## src/rtl/pmem_arbiter_adaptor_pkg.sv

```systemverilog
// pmem_arb_types: shared types and constants for the pmem arbiter/adaptor.
//   - arb_state_e : controller FSM state (IDLE, READ, WRITE, DONE)
//   - grant_e     : which cache owns the current or most recent burst
//   - BEATS       : beats per cache line
//   - OFFSET_W    : byte-offset bits stripped from line addresses
//   - pick_winner : arbitration between the two cache requesters
package pmem_arb_types;

    localparam int unsigned BEATS    = 4;
    localparam int unsigned OFFSET_W = 5;
    localparam int unsigned CNT_W    = 2;

    typedef logic [CNT_W-1:0] beat_cnt_t;

    typedef enum logic [1:0] {
        IDLE  = 2'd0,
        READ  = 2'd1,
        WRITE = 2'd2,
        DONE  = 2'd3
    } arb_state_e;

    typedef enum logic {
        GRANT_ICACHE = 1'b0,
        GRANT_DCACHE = 1'b1
    } grant_e;

    // Contested requests go to the Dcache unless rotation is enabled, in which
    // case the cache that was not served last wins. A lone requester always wins.
    function automatic grant_e pick_winner(
        input logic   i_req,
        input logic   d_req,
        input grant_e last_grant,
        input logic   rr_en
    );
        grant_e win;
        if (i_req && d_req) begin
            if (rr_en && (last_grant == GRANT_DCACHE)) begin
                win = GRANT_ICACHE;
            end else begin
                win = GRANT_DCACHE;
            end
        end else if (d_req) begin
            win = GRANT_DCACHE;
        end else begin
            win = GRANT_ICACHE;
        end
        return win;
    endfunction

endpackage

```

## src/rtl/pmem_arbiter_adaptor_burst_shifter.sv

```systemverilog
// burst_shifter: beat counter and line buffer for line <-> beat conversion.
//   clk, rst   : clock, asynchronous active-high reset
//   clr        : restart the beat counter at beat 0 (new burst)
//   beat_en    : a beat was accepted/delivered this cycle; advance counter
//   capture_en : store rbeat into the buffer slot of the current beat
//   rbeat      : incoming read beat from memory
//   wline      : latched write line to be split into beats
//   wbeat      : write beat selected by the current counter value
//   line       : assembled line buffer
//   last_beat  : counter is at the final beat of the line
module burst_shifter
    import pmem_arb_types::*;
#(
    parameter int LINE_W = 256,
    parameter int BEAT_W = 64
) (
    input  logic              clk,
    input  logic              rst,
    input  logic              clr,
    input  logic              beat_en,
    input  logic              capture_en,
    input  logic [BEAT_W-1:0] rbeat,
    input  logic [LINE_W-1:0] wline,
    output logic [BEAT_W-1:0] wbeat,
    output logic [LINE_W-1:0] line,
    output logic              last_beat
);

    beat_cnt_t         cnt_r;
    logic [LINE_W-1:0] line_r;
    int                beat_lsb_s;

    // Bit offset of the current beat inside the line.
    always_comb begin
        beat_lsb_s = int'(cnt_r) * BEAT_W;
    end

    // Beat counter and line buffer; the counter wraps to 0 on the final beat.
    always_ff @(posedge clk or posedge rst) begin
        if (rst) begin
            cnt_r  <= beat_cnt_t'(0);
            line_r <= {LINE_W{1'b0}};
        end else if (clr) begin
            cnt_r  <= beat_cnt_t'(0);
        end else if (beat_en) begin
            cnt_r <= cnt_r + beat_cnt_t'(1);
            if (capture_en) begin
                line_r[beat_lsb_s +: BEAT_W] <= rbeat;
            end
        end
    end

    // Beat select from the latched write line and end-of-line flag.
    always_comb begin
        wbeat     = wline[beat_lsb_s +: BEAT_W];
        last_beat = (cnt_r == beat_cnt_t'(BEATS - 1));
    end

    assign line = line_r;

endmodule

```

## src/rtl/pmem_arbiter_adaptor.sv

```systemverilog
// pmem_arbiter_adaptor: arbitrates Icache/Dcache line requests onto a single
// burst memory port (4 x 64-bit beats per 256-bit line).
//   clk, rst                : clock, asynchronous active-high reset
//   i_pmem_* / d_pmem_*     : Icache / Dcache line-granular request ports
//                             (read, write, address, wdata in; rdata, resp out)
//   mem_read / mem_write    : burst request to physical memory
//   mem_address             : line-aligned burst address
//   mem_wdata / mem_rdata   : current write / read beat
//   mem_resp                : beat accepted or delivered
// Build option: PMEM_ARB_ROUND_ROBIN_EN selects alternating grant on contention
// instead of fixed Dcache priority.
module pmem_arbiter_adaptor
    import pmem_arb_types::*;
#(
    parameter int LINE_W = 256,
    parameter int BEAT_W = 64,
    parameter int ADDR_W = 32
) (
    input  logic              clk,
    input  logic              rst,
    input  logic              i_pmem_read,
    input  logic              i_pmem_write,
    input  logic [ADDR_W-1:0] i_pmem_address,
    input  logic [LINE_W-1:0] i_pmem_wdata,
    output logic [LINE_W-1:0] i_pmem_rdata,
    output logic              i_pmem_resp,
    input  logic              d_pmem_read,
    input  logic              d_pmem_write,
    input  logic [ADDR_W-1:0] d_pmem_address,
    input  logic [LINE_W-1:0] d_pmem_wdata,
    output logic [LINE_W-1:0] d_pmem_rdata,
    output logic              d_pmem_resp,
    output logic              mem_read,
    output logic              mem_write,
    output logic [ADDR_W-1:0] mem_address,
    output logic [BEAT_W-1:0] mem_wdata,
    input  logic [BEAT_W-1:0] mem_rdata,
    input  logic              mem_resp
);

`ifdef PMEM_ARB_ROUND_ROBIN_EN
    localparam logic RR_EN = 1'b1;
`else
    localparam logic RR_EN = 1'b0;
`endif

    localparam logic [ADDR_W-1:0] LINE_MASK =
        {{(ADDR_W - OFFSET_W){1'b1}}, {OFFSET_W{1'b0}}};

    arb_state_e        state_r, state_nx_s;
    grant_e            grant_r, grant_nx_s, win_s;
    logic [ADDR_W-1:0] addr_r, win_addr_s;
    logic [LINE_W-1:0] wdata_r, win_wdata_s, line_s;
    logic              win_write_s, load_s, last_beat_s;
    logic              in_burst_s, beat_en_s, capture_en_s;
    logic              mem_read_r, mem_write_r, i_resp_r, d_resp_r;

    // Winner selection and the request fields that go with it.
    always_comb begin
        win_s = pick_winner(i_pmem_read | i_pmem_write,
                            d_pmem_read | d_pmem_write, grant_r, RR_EN);
        if (win_s == GRANT_DCACHE) begin
            win_addr_s  = d_pmem_address;
            win_wdata_s = d_pmem_wdata;
            win_write_s = d_pmem_write;
        end else begin
            win_addr_s  = i_pmem_address;
            win_wdata_s = i_pmem_wdata;
            win_write_s = i_pmem_write;
        end
    end

    // Next-state logic; requests are only looked at in IDLE, so the requester
    // still holding its request during DONE is not served twice.
    always_comb begin
        state_nx_s = state_r;
        grant_nx_s = grant_r;
        load_s     = 1'b0;
        case (state_r)
            IDLE: begin
                if (i_pmem_read | i_pmem_write | d_pmem_read | d_pmem_write) begin
                    load_s     = 1'b1;
                    grant_nx_s = win_s;
                    state_nx_s = win_write_s ? WRITE : READ;
                end else begin
                    state_nx_s = IDLE;
                end
            end
            READ, WRITE: begin
                if (mem_resp && last_beat_s) begin
                    state_nx_s = DONE;
                end else begin
                    state_nx_s = state_r;
                end
            end
            DONE:    state_nx_s = IDLE;
            default: state_nx_s = IDLE;
        endcase
    end

    // Beats only count while a burst is in flight; stray mem_resp is dropped.
    always_comb begin
        in_burst_s   = (state_r == READ) || (state_r == WRITE);
        beat_en_s    = in_burst_s && mem_resp;
        capture_en_s = (state_r == READ) && mem_resp;
    end

    // FSM state, grant, latched request and registered handshake outputs.
    always_ff @(posedge clk or posedge rst) begin
        if (rst) begin
            state_r     <= IDLE;
            grant_r     <= GRANT_ICACHE;
            addr_r      <= {ADDR_W{1'b0}};
            wdata_r     <= {LINE_W{1'b0}};
            mem_read_r  <= 1'b0;
            mem_write_r <= 1'b0;
            i_resp_r    <= 1'b0;
            d_resp_r    <= 1'b0;
        end else begin
            state_r     <= state_nx_s;
            grant_r     <= grant_nx_s;
            mem_read_r  <= (state_nx_s == READ);
            mem_write_r <= (state_nx_s == WRITE);
            i_resp_r    <= (state_nx_s == DONE) && (grant_nx_s == GRANT_ICACHE);
            d_resp_r    <= (state_nx_s == DONE) && (grant_nx_s == GRANT_DCACHE);
            if (load_s) begin
                addr_r  <= win_addr_s & LINE_MASK;
                wdata_r <= win_wdata_s;
            end
        end
    end

    burst_shifter #(
        .LINE_W (LINE_W),
        .BEAT_W (BEAT_W)
    ) u_shifter (
        .clk        (clk),
        .rst        (rst),
        .clr        (load_s),
        .beat_en    (beat_en_s),
        .capture_en (capture_en_s),
        .rbeat      (mem_rdata),
        .wline      (wdata_r),
        .wbeat      (mem_wdata),
        .line       (line_s),
        .last_beat  (last_beat_s)
    );

    assign mem_read     = mem_read_r;
    assign mem_write    = mem_write_r;
    assign mem_address  = addr_r;
    assign i_pmem_resp  = i_resp_r;
    assign d_pmem_resp  = d_resp_r;
    assign i_pmem_rdata = line_s;
    assign d_pmem_rdata = line_s;

endmodule

```

## config.mk

```make
export PLATFORM = sky130hd
export DESIGN_NAME = pmem_arbiter_adaptor
export DESIGN_NICKNAME = d
export VERILOG_FILES = /design/src/rtl/pmem_arbiter_adaptor_pkg.sv /design/src/rtl/pmem_arbiter_adaptor_burst_shifter.sv /design/src/rtl/pmem_arbiter_adaptor.sv
export SDC_FILE = /design/constraint.sdc
export NUM_CORES = 1
export LEC_CHECK = 0
export ABC_AREA = 1
export CAP_MARGIN = 20
export CORE_AREA = 2 2 486 488
export CTS_BUF_LIST = sky130_fd_sc_hd__clkbuf_16
export DETAILED_ROUTE_END_ITERATION = 16
export DIE_AREA = 0 0 488 490
export GPL_TIMING_DRIVEN = 1
export MAX_ROUTING_LAYER = met4
export SLEW_MARGIN = 30
export SYNTH_ARGS = -nofsm -noshare
export SYNTH_HDL_FRONTEND = slang
export SYNTH_SLANG_ARGS = --single-unit
```

## constraint.sdc

```tcl
create_clock -name clk -period 19.4 [get_ports clk]
set_input_delay 1.94 -clock clk [delete_from_list [all_inputs] [get_ports clk]]
set_output_delay 1.94 -clock clk [all_outputs]
set_load 0.1 [all_outputs]
```

==> flow_metrics.tcl <==
set metrics [dict create \
    grt_use_total_pct 15.0 \
    area_growth_pct 51.0 \
    clock_path_buffers 3 \
    p_clk_share_pct 18.1 \
    pre_cts_ws_ns 12.00 \
    postCtsHoldBufs 0 \
    crit_required_ns 19.99 \
    ctsResizeCount 0 \
    syn_inst 4145 \
    finalWorstSetupSlack_ns 12.91 \
    maxSlewHeadroom_pct 26.8 \
    post_drt_wl_per_cell_um 22.2 \
    start_kind "input pin" \
    drt_iter0_drc 2337 \
    min_path_type "reg2reg" \
    whs_ns 0.476 \
    min_period_ns 6.49 \
    setup_violations 0 \
    p_per_area_nw_per_um2 154 \
    syn_avg_cell_area_sq_um 7.30 \
    cts_sinks 548 \
    final_max_slew_viol_count 0 \
    num_vias 31300 \
    slowest_delay_ns 0.80 \
    crit_buf_inv 6 \
    die_area_sq_um 239000 \
    hold_viol 0 \
    final_common_cell "nand2_1" \
    core_sq_um 234000 \
    num_io_pins 1259 \
    htreeDepth 3 \
    fp-row-count 178 \
    vdd_drop_max_uv 126 \
    start_util_pct 12.9 \
    die_w_um 488 \
    cts_tree "built" \
    critPathTopFamily "buffers and inverters" \
    power_frac_seq_pct 24.8 \
    fin_nets 5585 \
    finClkSkew_ns 0.0227 \
    fin_util_pct 19.5 \
    cpMostUsedCell "buf_4" \
    seq_area_frac_synth_pct 45.3 \
    fin_crit_sh_pct 33.5 \
    switching_share_pct 57.2 \
    grt_max_degree 180 \
    drt-pass1-iter-count 7 \
    path_clk_slew_ns 0.06 \
    ant_nets 0 \
    gp_congestion 0.898 \
    synth_top_area_share_pct 45.3 \
    grt_antenna_before_repair 67 \
    power_mw 7.05 \
    syn_area_sq_um 30200 \
    end_kind "flip-flop" \
    ys_seq_elements 548 \
    max_freq_mhz 154 \
    io_buffers 1243 \
    clockRootBuffer "clkbuf_16" \
    p_switching_mw 4.03 \
    yosys.area.top_type "dfrtp_1" \
    dpl.hpwl_mm 143 \
    layout-drive-gt1-share_pct 6.16 \
    drc 0 \
    tightest_slew_ns 1.10 \
    routed_wl_mm 181 \
    layout_common_cells "nand2_1 (1,178), clkdlybuf4s50_1 (1,102), o21ai_0 (676), dfrtp_1 (546), nor2_1 (389)" \
    status "finished, final reports clean" \
    gr-total-overflow 0 \
    via_per_inst 3.84 \
    grt_pass1_vias 29900 \
    maxCapViolCount 0 \
    critPathKind "in2reg" \
    cp_slowest_cell "buf_4" \
    grt_setup_unrepaired "no" \
    grt_pass1_wl_mm 244 \
    n_fill_cell 26200 \
    cts_buffers 67 \
    cp_max_fo 123 \
    synthTopCellsByArea "dfrtp_1 (45%), nand2_1 (15%), o21ai_0 (11%), buf_4 (6.6%), nand4_1 (5.3%)" \
    p_int_mw 3.02 \
    combPwrFrac_pct 57.1 \
    leakage_nw 20.4 \
    clkLatencyLatePin_ns 0.69 \
    crit_chain "clkdlybuf4s50_1, nor2_4, buf_4, buf_4, buf_4, buf_4, buf_6, o21ai_0, o21ai_0" \
    synth_cell_types 23 \
    die_h_um 490 \
    cp.arrival_ns 7.08 \
    tns_ns 0 \
    cts_setup_buffers 0 \
    synthesis.yosys.warnings 0 \
]
metrics by stage:
stage / instances / area (sq um)
4_1_cts: 8126 / 45500
2_1_floorplan: 4149 / 30300
3_5_place_dp: 8007 / 43400
5_1_grt: 8152 / 45700
6_report: 8158 / 45700
3_3_place_gp: 8005 / 43600
logic make-up (layout without fill, tap and decap cells):
family / after synthesis / after routing / synth area share, %
and+or+nand+nor: 1886 / 1886 / 25.9
DFF: 548 / 548 / 45.3
other: 1 / 33 / 0.0124
buffers and inverters: 940 / 1771 / 15.6
xor gates and xnor gates: 1 / 1 / 0.0290
adders and majority gates: 8 / 8 / 0.331
AOI/OAI and AO/OA: 761 / 761 / 12.9
power groups by stage:
| stage | Clock, mW | Combinational, mW | Sequential [mW] |
|---|---|---|---|
| 5_1_grt | 1.35 | 4.28 | 1.79 |
| 3_3_place_gp | 0 | 4.09 | 1.75 |
| 2_1_floorplan | 0 | 2.34 | 2.21 |
| 6_report | 1.28 | 4.03 | 1.75 |
| 4_1_cts | 1.32 | 4.11 | 1.74 |
| 3_5_place_dp | 0 | 4.10 | 1.76 |
sequential cells by signal, summed over array words and instances, names as in the netlist:
signal,count
u_shifter.line,256
wdata_r,256
mem_address,27
state_r,2
u_shifter.cnt_r,2
d_pmem_resp,1
grant_r,1
i_pmem_resp,1
mem_read,1
mem_write,1
tightest hold or removal path, delay by kind of cell (launching register included):
kind,cells,cell delay (ns)
DFF,1,0.33
AOI/OAI and AO/OA,1,0.06
and+or+nand+nor,1,0.05
synthesized netlist by cell type:
| master | number |
|---|---|
| dfrtp_1 | 548 |
| o22ai_1 | 64 |
| inv_2 | 2 |
| ha_1 | 8 |
| nor2_1 | 389 |
| buf_6 | 13 |
| nor2_2 | 1 |
| inv_1 | 357 |
| nand2_2 | 1 |
| nand2_1 | 1179 |
| clkbuf_1 | 229 |
| xor2_1 | 1 |
| buf_2 | 64 |
| o21ai_0 | 684 |
| nand3_1 | 55 |
| nand4_1 | 256 |
| buf_4 | 266 |
| buf_1 | 9 |
| conb_1 | 1 |
| o21ai_1 | 12 |
| a21oi_1 | 1 |
| nor2_4 | 1 |
| nand3_2 | 4 |
path summary, 6_finish.rpt:
kind / from / end / slack (ns) / cells past startpoint
min: wdata_r[94] / wdata_r[94] / 0.48 / 2
max: d_pmem_write / wdata_r[54] / 12.91 / 9
max reg2reg: u_shifter.cnt_r[0] / u_shifter.line[237] / 15.13 / 7
min in group asynchronous: rst / u_shifter.line[51] / 1.74 / 2
min reg2reg: wdata_r[94] / wdata_r[94] / 0.48 / 2
max in group asynchronous: rst / wdata_r[140] / 14.66 / 6
final cells by class:
type,count,area (sq um),share of cell area (%)
tap,3150,3940,8.63
antenna,28,70.1,0.153
inverter,359,1360,2.98
clock inverter,49,397,0.868
multi-input combinational,2661,12000,26.2
sequential,548,13700,30.0
clock buffer,70,1750,3.83
timing repair buffer,1293,12500,27.3
per-layer routing:
layer | share of wire, % | global-route usage, % | vias up
met5 | 0 | - | -
met4 | 5.7 | 7.33 | 0
met3 | 7.3 | 3.43 | 323
met2 | 51 | 26.7 | 1528
met1 | 36 | 15.5 | 14800
li1 | - | - | 14700
Note: power is estimated with default switching activity, not from simulation.
